`src/rtl/video_frame_guard_if.sv`:
```
// ----------------------------------------------------------------------------
// axi4_stream_if
// Pixel AXI4-Stream bundle used on both sides of video_frame_guard.
//   tvalid / tready : handshake
//   tdata           : pixel value, DATA_W bits
//   tuser           : frame start, set on the first pixel of a frame
//   tlast           : end of line, set on the last pixel of a line
// The master modport drives the payload; the slave modport drives tready.
// ----------------------------------------------------------------------------
interface axi4_stream_if #(
    parameter int DATA_W = 10
);
    logic              tvalid;
    logic              tready;
    logic [DATA_W-1:0] tdata;
    logic              tuser;
    logic              tlast;

    modport master (output tvalid, output tdata, output tuser, output tlast, input tready);
    modport slave  (input tvalid, input tdata, input tuser, input tlast, output tready);
endinterface

```
`src/rtl/video_frame_guard.sv`:
```
// ----------------------------------------------------------------------------
// video_frame_guard
// Checks a pixel AXI4-Stream against a fixed frame geometry and forwards only
// frames that started cleanly. After a geometry error every beat is dropped
// until the next frame start, so downstream IP never sees a partial frame.
//
// Ports:
//   clk_i        pixel clock
//   rst_n_i      asynchronous active-low reset
//   video_i      input pixel stream (slave)
//   video_o      guarded pixel stream (master), one register stage
//   locked_o     high while frames are being passed
//   line_err_o   one-cycle pulse after a line-length error
//   frame_err_o  one-cycle pulse after a frame-height error
//   frame_cnt_o  count of complete good frames, wraps at 16 bits
// ----------------------------------------------------------------------------
module video_frame_guard #(
    parameter int PX_WIDTH     = 10,
    parameter int FRAME_WIDTH  = 1920,
    parameter int FRAME_HEIGHT = 1080
) (
    input  logic          clk_i,
    input  logic          rst_n_i,
    axi4_stream_if.slave  video_i,
    axi4_stream_if.master video_o,
    output logic          locked_o,
    output logic          line_err_o,
    output logic          frame_err_o,
    output logic [15:0]   frame_cnt_o
);

    localparam int PX_W = $clog2(FRAME_WIDTH);
    localparam int LN_W = $clog2(FRAME_HEIGHT + 1);

    localparam logic [PX_W-1:0] PX_LAST = PX_W'(FRAME_WIDTH - 1);
    localparam logic [LN_W-1:0] LN_FULL = LN_W'(FRAME_HEIGHT);
    localparam logic [LN_W-1:0] LN_LAST = LN_W'(FRAME_HEIGHT - 1);

    typedef enum logic [1:0] {
        IDLE,
        PASS,
        DROP
    } state_t;

    state_t            state;
    state_t            state_nx;
    logic [PX_W-1:0]   px_cnt;
    logic [PX_W-1:0]   px_nx;
    logic [LN_W-1:0]   ln_cnt;
    logic [LN_W-1:0]   ln_nx;

    logic              ready;
    logic              accept;
    logic              fwd;
    logic              line_err_nx;
    logic              frame_err_nx;
    logic              frame_done;

    logic              vld_p1;
    logic [PX_WIDTH-1:0] data_p1;
    logic              user_p1;
    logic              last_p1;
    logic              line_err_p1;
    logic              frame_err_p1;
    logic [15:0]       frame_cnt;

    // Dropped beats obey the same ready rule as forwarded ones, so the guard
    // never throttles upstream harder than the output register does.
    assign ready         = !vld_p1 || video_o.tready;
    assign accept        = video_i.tvalid && ready;
    assign video_i.tready = ready;

    always_comb begin
        state_nx     = state;
        px_nx        = px_cnt;
        ln_nx        = ln_cnt;
        fwd          = 1'b0;
        line_err_nx  = 1'b0;
        frame_err_nx = 1'b0;
        frame_done   = 1'b0;

        if (accept) begin
            if (video_i.tuser) begin
                fwd      = 1'b1;
                px_nx    = PX_W'(1);
                ln_nx    = '0;
                state_nx = PASS;
                if (state == PASS) begin
                    // A frame that finished all its lines parks at
                    // ln_cnt == FRAME_HEIGHT, px_cnt == 0; anything else
                    // still in progress means the old frame was cut short.
                    if (!(ln_cnt == LN_FULL && px_cnt == '0) &&
                        (ln_cnt != '0 || px_cnt != '0)) begin
                        frame_err_nx = 1'b1;
                    end
                    if (px_cnt != '0) begin
                        line_err_nx = 1'b1;
                    end
                end
                // The start pixel counts as pixel 0; with FRAME_WIDTH >= 2 a
                // tlast on it is always a short line.
                if (video_i.tlast) begin
                    line_err_nx = 1'b1;
                    state_nx    = DROP;
                end
            end else if (state == PASS) begin
                if (ln_cnt == LN_FULL) begin
                    // Extra line after a complete frame: drop it.
                    frame_err_nx = 1'b1;
                    state_nx     = DROP;
                end else begin
                    fwd = 1'b1;
                    if (video_i.tlast) begin
                        if (px_cnt == PX_LAST) begin
                            px_nx      = '0;
                            ln_nx      = ln_cnt + 1'b1;
                            frame_done = (ln_cnt == LN_LAST);
                        end else begin
                            line_err_nx = 1'b1;
                            state_nx    = DROP;
                        end
                    end else if (px_cnt == PX_LAST) begin
                        line_err_nx = 1'b1;
                        state_nx    = DROP;
                    end else begin
                        px_nx = px_cnt + 1'b1;
                    end
                end
            end
        end
    end

    always_ff @(posedge clk_i or negedge rst_n_i) begin
        if (!rst_n_i) begin
            state        <= IDLE;
            px_cnt       <= '0;
            ln_cnt       <= '0;
            line_err_p1  <= 1'b0;
            frame_err_p1 <= 1'b0;
            frame_cnt    <= '0;
        end else begin
            state        <= state_nx;
            px_cnt       <= px_nx;
            ln_cnt       <= ln_nx;
            line_err_p1  <= line_err_nx;
            frame_err_p1 <= frame_err_nx;
            if (frame_done) begin
                frame_cnt <= frame_cnt + 16'd1;
            end
        end
    end

    // ---- output register stage (p1) ----
    always_ff @(posedge clk_i or negedge rst_n_i) begin
        if (!rst_n_i) begin
            vld_p1  <= 1'b0;
            data_p1 <= '0;
            user_p1 <= 1'b0;
            last_p1 <= 1'b0;
        end else if (ready) begin
            vld_p1 <= fwd;
            if (fwd) begin
                data_p1 <= video_i.tdata;
                user_p1 <= video_i.tuser;
                last_p1 <= video_i.tlast;
            end
        end
    end

    assign video_o.tvalid = vld_p1;
    assign video_o.tdata  = data_p1;
    assign video_o.tuser  = user_p1;
    assign video_o.tlast  = last_p1;

    assign locked_o    = (state == PASS);
    assign line_err_o  = line_err_p1;
    assign frame_err_o = frame_err_p1;
    assign frame_cnt_o = frame_cnt;

endmodule

```
`src/flat_wrapper.sv`:
```
// flat-port wrapper written by rule: the top's interface ports become plain ports
module video_frame_guard_flat 
#(
    parameter int PX_WIDTH     = 10,
    parameter int FRAME_WIDTH  = 1920,
    parameter int FRAME_HEIGHT = 1080
)
  (clk_i, rst_n_i, locked_o, line_err_o, frame_err_o, frame_cnt_o, video_i_tvalid, video_i_tdata, video_i_tuser, video_i_tlast, video_i_tready, video_o_tvalid, video_o_tdata, video_o_tuser, video_o_tlast, video_o_tready);
  axi4_stream_if #(.DATA_W((10))) video_i_i ();
  axi4_stream_if #(.DATA_W((10))) video_o_i ();
  input  logic clk_i;
  input  logic rst_n_i;
  output logic locked_o;
  output logic line_err_o;
  output logic frame_err_o;
  output logic [15:0] frame_cnt_o;
  input wire logic [$bits(video_i_i.tvalid)-1:0] video_i_tvalid;
  input wire logic [$bits(video_i_i.tdata)-1:0] video_i_tdata;
  input wire logic [$bits(video_i_i.tuser)-1:0] video_i_tuser;
  input wire logic [$bits(video_i_i.tlast)-1:0] video_i_tlast;
  output wire logic [$bits(video_i_i.tready)-1:0] video_i_tready;
  output wire logic [$bits(video_o_i.tvalid)-1:0] video_o_tvalid;
  output wire logic [$bits(video_o_i.tdata)-1:0] video_o_tdata;
  output wire logic [$bits(video_o_i.tuser)-1:0] video_o_tuser;
  output wire logic [$bits(video_o_i.tlast)-1:0] video_o_tlast;
  input wire logic [$bits(video_o_i.tready)-1:0] video_o_tready;
  assign video_i_i.tvalid = video_i_tvalid;
  assign video_i_i.tdata = video_i_tdata;
  assign video_i_i.tuser = video_i_tuser;
  assign video_i_i.tlast = video_i_tlast;
  assign video_i_tready = video_i_i.tready;
  assign video_o_tvalid = video_o_i.tvalid;
  assign video_o_tdata = video_o_i.tdata;
  assign video_o_tuser = video_o_i.tuser;
  assign video_o_tlast = video_o_i.tlast;
  assign video_o_i.tready = video_o_tready;
  video_frame_guard #(.PX_WIDTH(PX_WIDTH), .FRAME_WIDTH(FRAME_WIDTH), .FRAME_HEIGHT(FRAME_HEIGHT)) u_core (.clk_i(clk_i), .rst_n_i(rst_n_i), .video_i(video_i_i), .video_o(video_o_i), .locked_o(locked_o), .line_err_o(line_err_o), .frame_err_o(frame_err_o), .frame_cnt_o(frame_cnt_o));
endmodule
```
`config.mk`:
```
export PLATFORM = sky130hd
export DESIGN_NAME = video_frame_guard_flat
export DESIGN_NICKNAME = d
export VERILOG_FILES = /design/src/rtl/video_frame_guard_if.sv /design/src/rtl/video_frame_guard.sv /design/src/flat_wrapper.sv
export SDC_FILE = /design/constraint.sdc
export NUM_CORES = 1
export LEC_CHECK = 0
export ABC_AREA = 1
export CAP_MARGIN = 5
export CORE_ASPECT_RATIO = 1.25
export CORE_MARGIN = 2
export CORE_UTILIZATION = 45
export DETAILED_ROUTE_END_ITERATION = 8
export GPL_TIMING_DRIVEN = 0
export PLACE_DENSITY = 0.68
export SYNTH_ARGS = -nofsm -noshare
export SYNTH_HDL_FRONTEND = slang
export SYNTH_SLANG_ARGS = --single-unit
```
`constraint.sdc`:
```
create_clock -name clk_i -period 3.03 [get_ports clk_i]
set_input_delay 0.303 -clock clk_i [delete_from_list [all_inputs] [get_ports clk_i]]
set_output_delay 0.303 -clock clk_i [all_outputs]
set_load 0.02 [all_outputs]
```
==> results of run 1 <==
==> worst register-to-register path, stage by stage (launching register included) <==
cell and delay (ns):
dfrtp_1 0.44, ha_1 0.21, nand2_1 0.13, nor2_2 0.21, nand2_2 0.11, inv_2 0.08, nand2_4 0.07, a21oi_4 0.31
buf_6 0.19, o21ai_0 0.09
==> state kept, by name (all words and copies together) (netlist names) <==
name / count
u_core.frame_cnt_o: 16
u_core.frame_err_o: 1
u_core.line_err_o: 1
u_core.ln_cnt: 11
u_core.px_cnt: 11
u_core.state: 2
u_core.video_o.tdata: 10
u_core.video_o.tlast: 1
u_core.video_o.tuser: 1
u_core.video_o.tvalid: 1
==> synthesized netlist by cell type <==
library cell,number,area share [%]
buf_1,1,0.12
buf_6,2,0.71
inv_1,45,5.3
nand2_4,1,0.36
o21ai_1,6,0.95
buf_2,4,0.63
xor2_1,9,2.5
nand3_1,38,6.0
nor3b_1,4,0.95
nand3b_1,1,0.24
xnor2_1,5,1.4
nand2_2,4,0.79
nor3_1,13,2.1
nor3_2,1,0.32
a21boi_0,1,0.24
a21oi_4,1,0.52
buf_4,3,0.71
clkinv_1,1,0.12
o21ai_0,21,3.3
nor2_1,42,5.0
nand2_1,143,17
nor2_4,1,0.36
ha_1,5,2.0
dfrtp_1,55,44
inv_2,4,0.48
nand4_1,17,3.4
a21oi_1,1,0.16
nor2_2,4,0.79
==> worst max-delay path by stage <==
stage	from	end	slack [ns]	cells past startpoint
finish	u_core.px_cnt[0]	u_core.ln_cnt[6]	1.07	9
global route	u_core.px_cnt[0]	u_core.ln_cnt[10]	0.88	10
CTS	u_core.px_cnt[0]	u_core.ln_cnt[6]	1.10	9
detailed placement	video_i_tuser	u_core.ln_cnt[6]	0.83	8
global placement	rst_n_i	u_core.video_o.tdata[5]	-0.16	1
floorplan	u_core.video_o.tvalid	u_core.ln_cnt[3]	1.39	9
==> power by group through the flow <==
| stage | Combinational [uW] | Sequential [uW] | Clock, uW |
|---|---|---|---|
| 2_1_floorplan | 259 | 985 | 0 |
| 3_3_place_gp | 527 | 929 | 0 |
| 3_5_place_dp | 540 | 931 | 0 |
| 4_1_cts | 543 | 918 | 460 |
| 5_1_grt | 597 | 932 | 486 |
| 6_report | 537 | 918 | 445 |
==> final cells by class <==
cell class              instances  area (sq um)
plain buffers                  10         68.82
clock buffers                   5         68.82
clock inverters                 3         28.78
fillers                       694          3018
inverters                      50         187.7
multi-input cells             318          1525
flip-flops and latches         55          1376
well taps                      90         112.6
repair buffers                 50         505.5
==> logic make-up (layout without fill, tap and decap cells) <==
kind of cell	after synthesis	count (layout)
AND/OR/NAND/NOR	269	269
buffers and inverters	60	118
flip-flops	55	55
AO/OA/AOI/OAI	30	30
XOR/XNOR	14	14
adder cells (fa/ha/maj)	5	5
==> repair_timing <==
action	4_1_cts	5_1_grt
hold endpoints to repair	16	0
buffers inserted	0	0
hold buffers	1	0
==> stage by stage <==
step | hold WS [ns] | worst slack (ns)
global route | 0.4978 | 0.8829
finish | 0.4474 | 1.074
global placement | 0.4587 | -0.1639
detailed placement | 0.2683 | 0.8319
floorplan | 0.007409 | 1.392
CTS | 0.4623 | 1.096
==> routing by layer <==
metal,GRT usage [%],vias up
met5,0,-
met3,2.881,4
met1,25.55,1380
li1,-,1490
met4,4.642,0
met2,34.85,33
==> flow_metrics.tcl, run 1 <==
set metrics [dict create \
    run_status "complete, no violations" \
    diodes 0 \
    drc 0 \
    finalSetupViolations 0 \
    utilization_pct 56.21 \
    first_iter_violations 122 \
    slowest_delay_ns 0.44 \
    fmax_mhz 511.4 \
    switching_share_pct 34.72 \
    die_height_um 97.66 \
    clkTransAtPathRegs_ns 0.11 \
    worst_setup_path_end_kind "flip-flop" \
    avgSynthCellArea_sq_um 7.293 \
    cp.required_ns 3.22 \
    r2r-start "u_core.px_cnt[0]" \
    ys_types 28 \
    synth_nets 454 \
    rrSetupSlack_ns 1.07 \
    tritoncts "done" \
    drive_above_1_share_pct 7.128 \
    skew_ns 0.01460 \
    path_buf_inv 2 \
    vdd_drop_max_v 0.0003851 \
    final_common_cell "nand2_1" \
    dieWidth_um 78.93 \
    finalInstanceArea_sq_um 3874 \
    mostFrequentLayoutCells "143 x nand2_1, 55 x dfrtp_1, 47 x clkdlybuf4s50_1" \
    critPathKind "flip-flop to flip-flop" \
    dr_wl_met3_um 169 \
    io_buffers 48 \
    worst_slew_pin_slew_ns 0.5683 \
    synth_compound_area_share_pct 5.190 \
    highest_layer "met4" \
    total_leakage_power_uw 0.001739 \
    period_needed_ns 1.956 \
    cts_root_buf "clkbuf_8" \
    clock_latency_ns 0.32 \
    antenna_found_initial 0 \
    htreeDepth 2 \
    synthSimpleGateAreaFrac_pct 37.24 \
    syn_area_sq_um 3158 \
    place_inst 572 \
    wirelength_mm 7.070 \
    rows 34 \
    dpl_cell_area_sq_um 3766 \
    cts_buffer_depth 2 \
    powerDensity_nw_per_um2 490.7 \
    drv_slew 0 \
    synth_top_family_by_area "simple AND/OR/NAND/NOR gates" \
    rsz0062_at_grt "false" \
    r2r-end "u_core.ln_cnt[6]" \
    met2_length_mm 3.608 \
    die_area_sq_um 7708 \
    ctsResizeCount 0 \
    worstSetupStartpointType "flip-flop" \
    pwr-share-comb_pct 28.3 \
    syn2layout_area_growth_pct 22.66 \
    synth_xor_area_share_pct 3.883 \
    grt_overflow 0 \
    path_delay_family "simple AND/OR/NAND/NOR gates" \
    place_congestion 0.8609 \
    min_path_type "input pin to asynchronous set/reset pin" \
    synth_cells 433 \
    first_global_vias 2791 \
    seq_area_frac_synth_pct 43.58 \
    vias 2907 \
    synthAdderAreaFrac_pct 1.981 \
    wl_per_cell_um 12.17 \
    cts_sinks 55 \
    synthMuxAreaShare_pct 0 \
    power.total_uw 1901 \
    rr_worst_depth 9 \
    ant_nets 0 \
    core_region_area_sq_um 6892 \
    p_int_uw 1241 \
    crit_chain "ha_1 > nand2_1 > nor2_2 > nand2_2 > inv_2 > nand2_4 > a21oi_4 > buf_6 > o21ai_0" \
    fin_cells 581 \
    power.switching_uw 659.9 \
    nets 511 \
    clkPwrFrac_pct 23.4 \
    initial_utilization_pct 45.82 \
    fin_crit_sh_pct 64.54 \
    viasPerCell 5.003 \
    fin_setup_tns_ns 0 \
    worstPathMaxFanout 10 \
    grt_usage_pct 19.81 \
    grt_pass1_wl_mm 12.48 \
    grt_max_degree 40 \
    hold_viol_final 0 \
    crit_slowest_cell "dfrtp_1" \
    p_seq_share_pct 48.3 \
    yosysWarnings 0 \
    cap_viol_max_count 0 \
    yosys_register_bits 55 \
    cts_buffers 5 \
    wirelength_met1_mm 3.229 \
    drt-pass1-iter-count 4 \
    num_io_pins 49 \
    slew_headroom_pct 61.91 \
    place_hpwl_mm 5.282 \
    worstPathArrival_ns 2.15 \
]
No activity file was read; power rests on OpenSTA's default activity.
==> run 2: changes to the inputs <==
==> constraint.sdc (replaced) <==
create_clock -name clk_i -period 1.9 [get_ports clk_i]
set_input_delay 0.19 -clock clk_i [delete_from_list [all_inputs] [get_ports clk_i]]
set_output_delay 0.19 -clock clk_i [all_outputs]
set_load 0.02 [all_outputs]
==> flow_metrics.tcl, run 2 (synthesis results as in run 1) <==
set metrics [dict create \
    finalSetupViolations 0 \
    place_hpwl_mm 5.282 \
    crit_chain "ha_2 > nand2_2 > nor2_4 > nand2_2 > o21ai_0 > nor2_4 > buf_6 > nand3_1 > o21ai_0" \
    drc 0 \
    run_status "complete, no violations" \
    worst_setup_path_end_kind "flip-flop" \
    critPathKind "flip-flop to flip-flop" \
    core_region_area_sq_um 6892 \
    initial_utilization_pct 45.82 \
    rr_worst_depth 9 \
    power.switching_uw 1059 \
    rrSetupSlack_ns 0.13 \
    tritoncts "done" \
    largest_register_ffs 16 \
    die_height_um 97.66 \
    num_io_pins 49 \
    grt_overflow 0 \
    wirelength_mm 7.088 \
    grt_max_degree 40 \
    cp-startpoint "u_core.px_cnt[0]" \
    fin_setup_tns_ns 0 \
    r2r-start "u_core.px_cnt[0]" \
    finalInstanceArea_sq_um 3933 \
    worstSetupStartpointType "flip-flop" \
    syn2layout_area_growth_pct 24.52 \
    min_path_type "input pin to asynchronous set/reset pin" \
    pwr-share-comb_pct 28.6 \
    p_int_uw 1992 \
    r2r-end "u_core.px_cnt[3]" \
    final_common_cell "nand2_1" \
    clock_latency_ns 0.32 \
    nFillCells 695 \
    cts_buffer_depth 2 \
    viasPerCell 5.005 \
    grt_pass1_wl_mm 12.54 \
    drive_above_1_share_pct 9.109 \
    vdd_drop_max_v 0.0006041 \
    skew_ns 0.01722 \
    fmax_mhz 565.2 \
    cts_root_buf "clkbuf_8" \
    diodes 0 \
    rsz0062_at_grt "false" \
    dpl_cell_area_sq_um 3766 \
    power.total_uw 3050 \
    p_seq_share_pct 48.1 \
    powerDensity_nw_per_um2 775.7 \
    worst_slew_pin_slew_ns 0.5626 \
    hold_viol_final 0 \
    period_needed_ns 1.769 \
    first_iter_violations 136 \
    dieWidth_um 78.93 \
    mostFrequentLayoutCells "141 x nand2_1, 54 x dfrtp_1, 47 x clkdlybuf4s50_1" \
    fin_crit_sh_pct 93.12 \
    grt_usage_pct 19.91 \
    worstPathArrival_ns 1.97 \
    total_leakage_power_uw 0.001753 \
    drt-pass1-iter-count 4 \
    cap_viol_max_count 0 \
    clkTransAtPathRegs_ns 0.11 \
    rows 34 \
    nets 514 \
    clkPwrFrac_pct 23.2 \
    io_buffers 48 \
    switching_share_pct 34.71 \
    cts_sinks 55 \
    worstPathMaxFanout 10 \
    first_global_vias 2808 \
    die_area_sq_um 7708 \
    wl_per_cell_um 12.14 \
    slew_headroom_pct 62.29 \
    cp.required_ns 2.10 \
    place_congestion 0.8609 \
    slowest_delay_ns 0.42 \
    drv_slew 0 \
    antenna_found_initial 0 \
    vias 2923 \
    cts_buffers 5 \
    ant_nets 0 \
    crit_slowest_cell "dfrtp_2" \
    htreeDepth 2 \
]
[run 2: changes by cell type in the layout (fill, tap and decap cells not counted), moves of 2 or more]
cell     previous run  this run
buf_4               3         5
nand2_1           143       141
nor2_2              4         2
nor2_4              1         3
[run 2: area by class of cell]
type                       count  area (sq um)  share of cell area (%)
sequential                    55          1378                   35.03
inverter                      50         191.4                   4.868
multi-input combinational    318          1553                   39.48
tap                           90         112.6                   2.864
clock inverter                 3         28.78                  0.7318
clock buffer                   5         68.82                   1.750
timing repair buffer          53         531.8                   13.52
buffer                        10         68.82                   1.750
[run 2: metal layers]
metal  GRT usage, %  up-vias  wire, um
met3          2.881        4       209
met2          35.17       47      3626
met4          4.642        0        62
li1               -     1498         -
met5              0        -         0
met1          25.55     1374      3189
[run 2: critical path, delay by kind of cell (launching register included)]
kind | cells | cell delay, ns
compound gates | 2 | 0.42
flops | 1 | 0.42
buf+inv | 1 | 0.15
fa+ha+maj | 1 | 0.21
simple gates | 5 | 0.47
[run 2: through the flow]
step           hold WS, ns  util (%)  setup slack, ns  std cells
6_report            0.3350     57.06           0.1307        584
5_1_grt             0.3846     57.06         0.007569        584
4_1_cts             0.3493     56.54          0.04631        584
3_5_place_dp        0.1553     54.65          -0.1851        572
3_3_place_gp        0.4587     54.43           -1.181        571
2_1_floorplan      -0.1056         -           0.2624        433
[run 2: worst max-delay path by stage]
stage                                          to  slack (ns)  depth (start not counted)
after floorplan                  u_core.ln_cnt[3]        0.26                          9
after global placement    u_core.video_o.tdata[5]       -1.18                          1
after detailed placement         u_core.ln_cnt[6]       -0.19                          8
after CTS                        u_core.ln_cnt[6]        0.05                          9
after global routing            u_core.px_cnt[10]       0.008                          9
final                            u_core.px_cnt[3]        0.13                          9
[run 2: power groups by stage]
| stage | registers, uW | logic, uW | clock network [uW] |
|---|---|---|---|
| floorplan | 1570 | 412 | 0 |
| global placement | 1480 | 841 | 0 |
| detailed placement | 1490 | 860 | 0 |
| CTS | 1460 | 872 | 734 |
| global route | 1490 | 973 | 770 |
| finish | 1470 | 874 | 709 |
[run 2: timing repair]
action,in CTS,in global routing
gates resized for setup,0,12
pin swaps,1,2
hold buffers,1,0
setup buffers,3,0
endpoints found under the hold margin,16,0
endpoints found under the setup margin,5,44
==> run 3: changes to the inputs <==
--- a/config.mk
+++ b/config.mk
@@ -13,6 +13,7 @@
 export DETAILED_ROUTE_END_ITERATION = 8
 export GPL_TIMING_DRIVEN = 0
 export PLACE_DENSITY = 0.68
+export RECOVER_POWER = 100
 export SYNTH_ARGS = -nofsm -noshare
 export SYNTH_HDL_FRONTEND = slang
 export SYNTH_SLANG_ARGS = --single-unit
==> constraint.sdc (replaced) <==
create_clock -name clk_i -period 2.1 [get_ports clk_i]
set_input_delay 0.21 -clock clk_i [delete_from_list [all_inputs] [get_ports clk_i]]
set_output_delay 0.21 -clock clk_i [all_outputs]
set_load 0.1 [all_outputs]
==> flow_metrics.tcl, run 3 (synthesis results as in run 1) <==
set metrics [dict create \
    run_status "complete, no violations" \
    drt-pass1-iter-count 4 \
    diodes 0 \
    grt_max_degree 39 \
    vias 2923 \
    nFillCells 714 \
    place_inst 572 \
    period_needed_ns 2.059 \
    first_global_vias 2856 \
    grt_overflow 0 \
    worstSetupStartpointType "flip-flop" \
    viasPerCell 5.031 \
    drc 0 \
    worstPathMaxFanout 2 \
    rsz0062_at_grt "false" \
    cts_root_buf "clkbuf_8" \
    path_buf_inv 1 \
    nets 511 \
    drive_above_1_share_pct 6.314 \
    cap_viol_max_count 0 \
    fmax_mhz 485.7 \
    skew_ns 0.01764 \
    wl_per_cell_um 12.46 \
    drv_slew 0 \
    syn2layout_area_growth_pct 18.54 \
    crit_slowest_cell "clkdlybuf4s50_1" \
    cts_buffer_depth 2 \
    grtUsageMet3_pct 3.439 \
    path_delay_family "buffers and inverters" \
    die_area_sq_um 7708 \
    hold_viol_final 0 \
    min_path_type "input pin to flip-flop" \
    num_io_pins 49 \
    fin_crit_sh_pct 98.05 \
    worstPathArrival_ns 1.85 \
    finalSetupViolations 0 \
    finalInstanceArea_sq_um 3744 \
    utilization_pct 54.32 \
    tritoncts "done" \
    grt_pass1_wl_mm 12.61 \
    cts_sinks 55 \
    vdd_drop_max_v 0.0007878 \
    initial_utilization_pct 45.82 \
    wirelength_mm 7.240 \
    use_met1_pct 24.60 \
    total_leakage_power_uw 0.001685 \
    slew_headroom_pct 22.38 \
    grtUsageMet2_pct 35.70 \
    largest_register_ffs 16 \
    die_height_um 97.66 \
    dpl_cell_area_sq_um 3775 \
    place_hpwl_mm 5.505 \
    worst_slew_pin_slew_ns 1.169 \
    clock_latency_ns 0.31 \
    busiest_layer "met2" \
    critPathKind "flip-flop to output pin" \
    grt_usage_pct 19.89 \
    place_congestion 0.8524 \
    rows 34 \
    first_iter_violations 157 \
    antenna_found_initial 0 \
    htreeDepth 2 \
    ant_nets 0 \
    slowest_delay_ns 1.14 \
    power.total_uw 3184 \
    cts_setup_buffers 0 \
    worst_setup_path_end_kind "output pin" \
    clkTransAtPathRegs_ns 0.10 \
    core_region_area_sq_um 6892 \
    fin_setup_tns_ns 0 \
    cp.required_ns 1.89 \
    crit_chain "clkdlybuf4s50_1" \
    final_common_cell "nand2_1" \
    cts_buffers 5 \
    mostFrequentLayoutCells "144 x nand2_1, 52 x dfrtp_1, 45 x inv_1, 45 x nor2_1, 38 x nand3_1" \
    powerDensity_nw_per_um2 850.6 \
    fin_cells 581 \
    dieWidth_um 78.93 \
    io_buffers 48 \
]
run 3: repair_timing:
action                     in CTS  in global routing
gates resized for setup        13                  6
pin swaps                       0                  0
hold endpoints to repair       17                  0
setup endpoints to repair      13                  6
hold buffers                    1                  0
cloned                          0                  0
run 3: worst paths after layout:
path | startpoint | end | slack [ns] | cells past startpoint
setup / recovery | u_core.video_o.tvalid | video_o_tvalid | 0.04 | 1
hold / removal | video_i_tdata[5] | u_core.video_o.tdata[5] | 0.42 | 3
max in group asynchronous | rst_n_i | u_core.video_o.tvalid | 0.37 | 3
hold reg to reg | u_core.video_o.tlast | u_core.video_o.tlast | 0.49 | 2
setup reg to reg | u_core.px_cnt[0] | u_core.ln_cnt[4] | 0.15 | 9
min in group asynchronous | rst_n_i | u_core.video_o.tdata[2] | 0.56 | 2
run 3: final cells by class:
type | instances | area, sq um | area share, %
Buffer | 10 | 67.56 | 1.805
Clock inverter | 2 | 17.52 | 0.4679
Multi-Input combinational cell | 318 | 1520 | 40.61
Inverter | 50 | 187.7 | 5.013
Clock buffer | 6 | 72.57 | 1.939
Tap cell | 90 | 112.6 | 3.008
Timing Repair Buffer | 50 | 385.4 | 10.29
Sequential cell | 55 | 1380 | 36.86
run 3: layer usage:
layer	wire, um	up-vias	share of wire, %
met5	0	-	0
met4	47	0	0.65
met3	259	4	3.6
met2	3722	49	51
met1	3210	1380	44
li1	-	1490	-
run 3: power by group:
| group | internal (uW) | switching, uW | leakage [uW] |
|---|---|---|---|
| registers | 1210 | 117 | 0.000711 |
| logic | 313 | 941 | 0.000929 |
| clock network | 241 | 359 | 0.0000454 |
| total | 1770 | 1420 | 0.00169 |
run 3: metrics by stage:
step | setup slack (ns) | hold WS (ns)
floorplan | 0.07743 | -0.08559
global placement | -1.183 | 0.4589
detailed placement | -0.02456 | 0.1779
CTS | 0.006473 | 0.3841
global route | 0.002546 | 0.4197
finish | 0.04100 | 0.4245
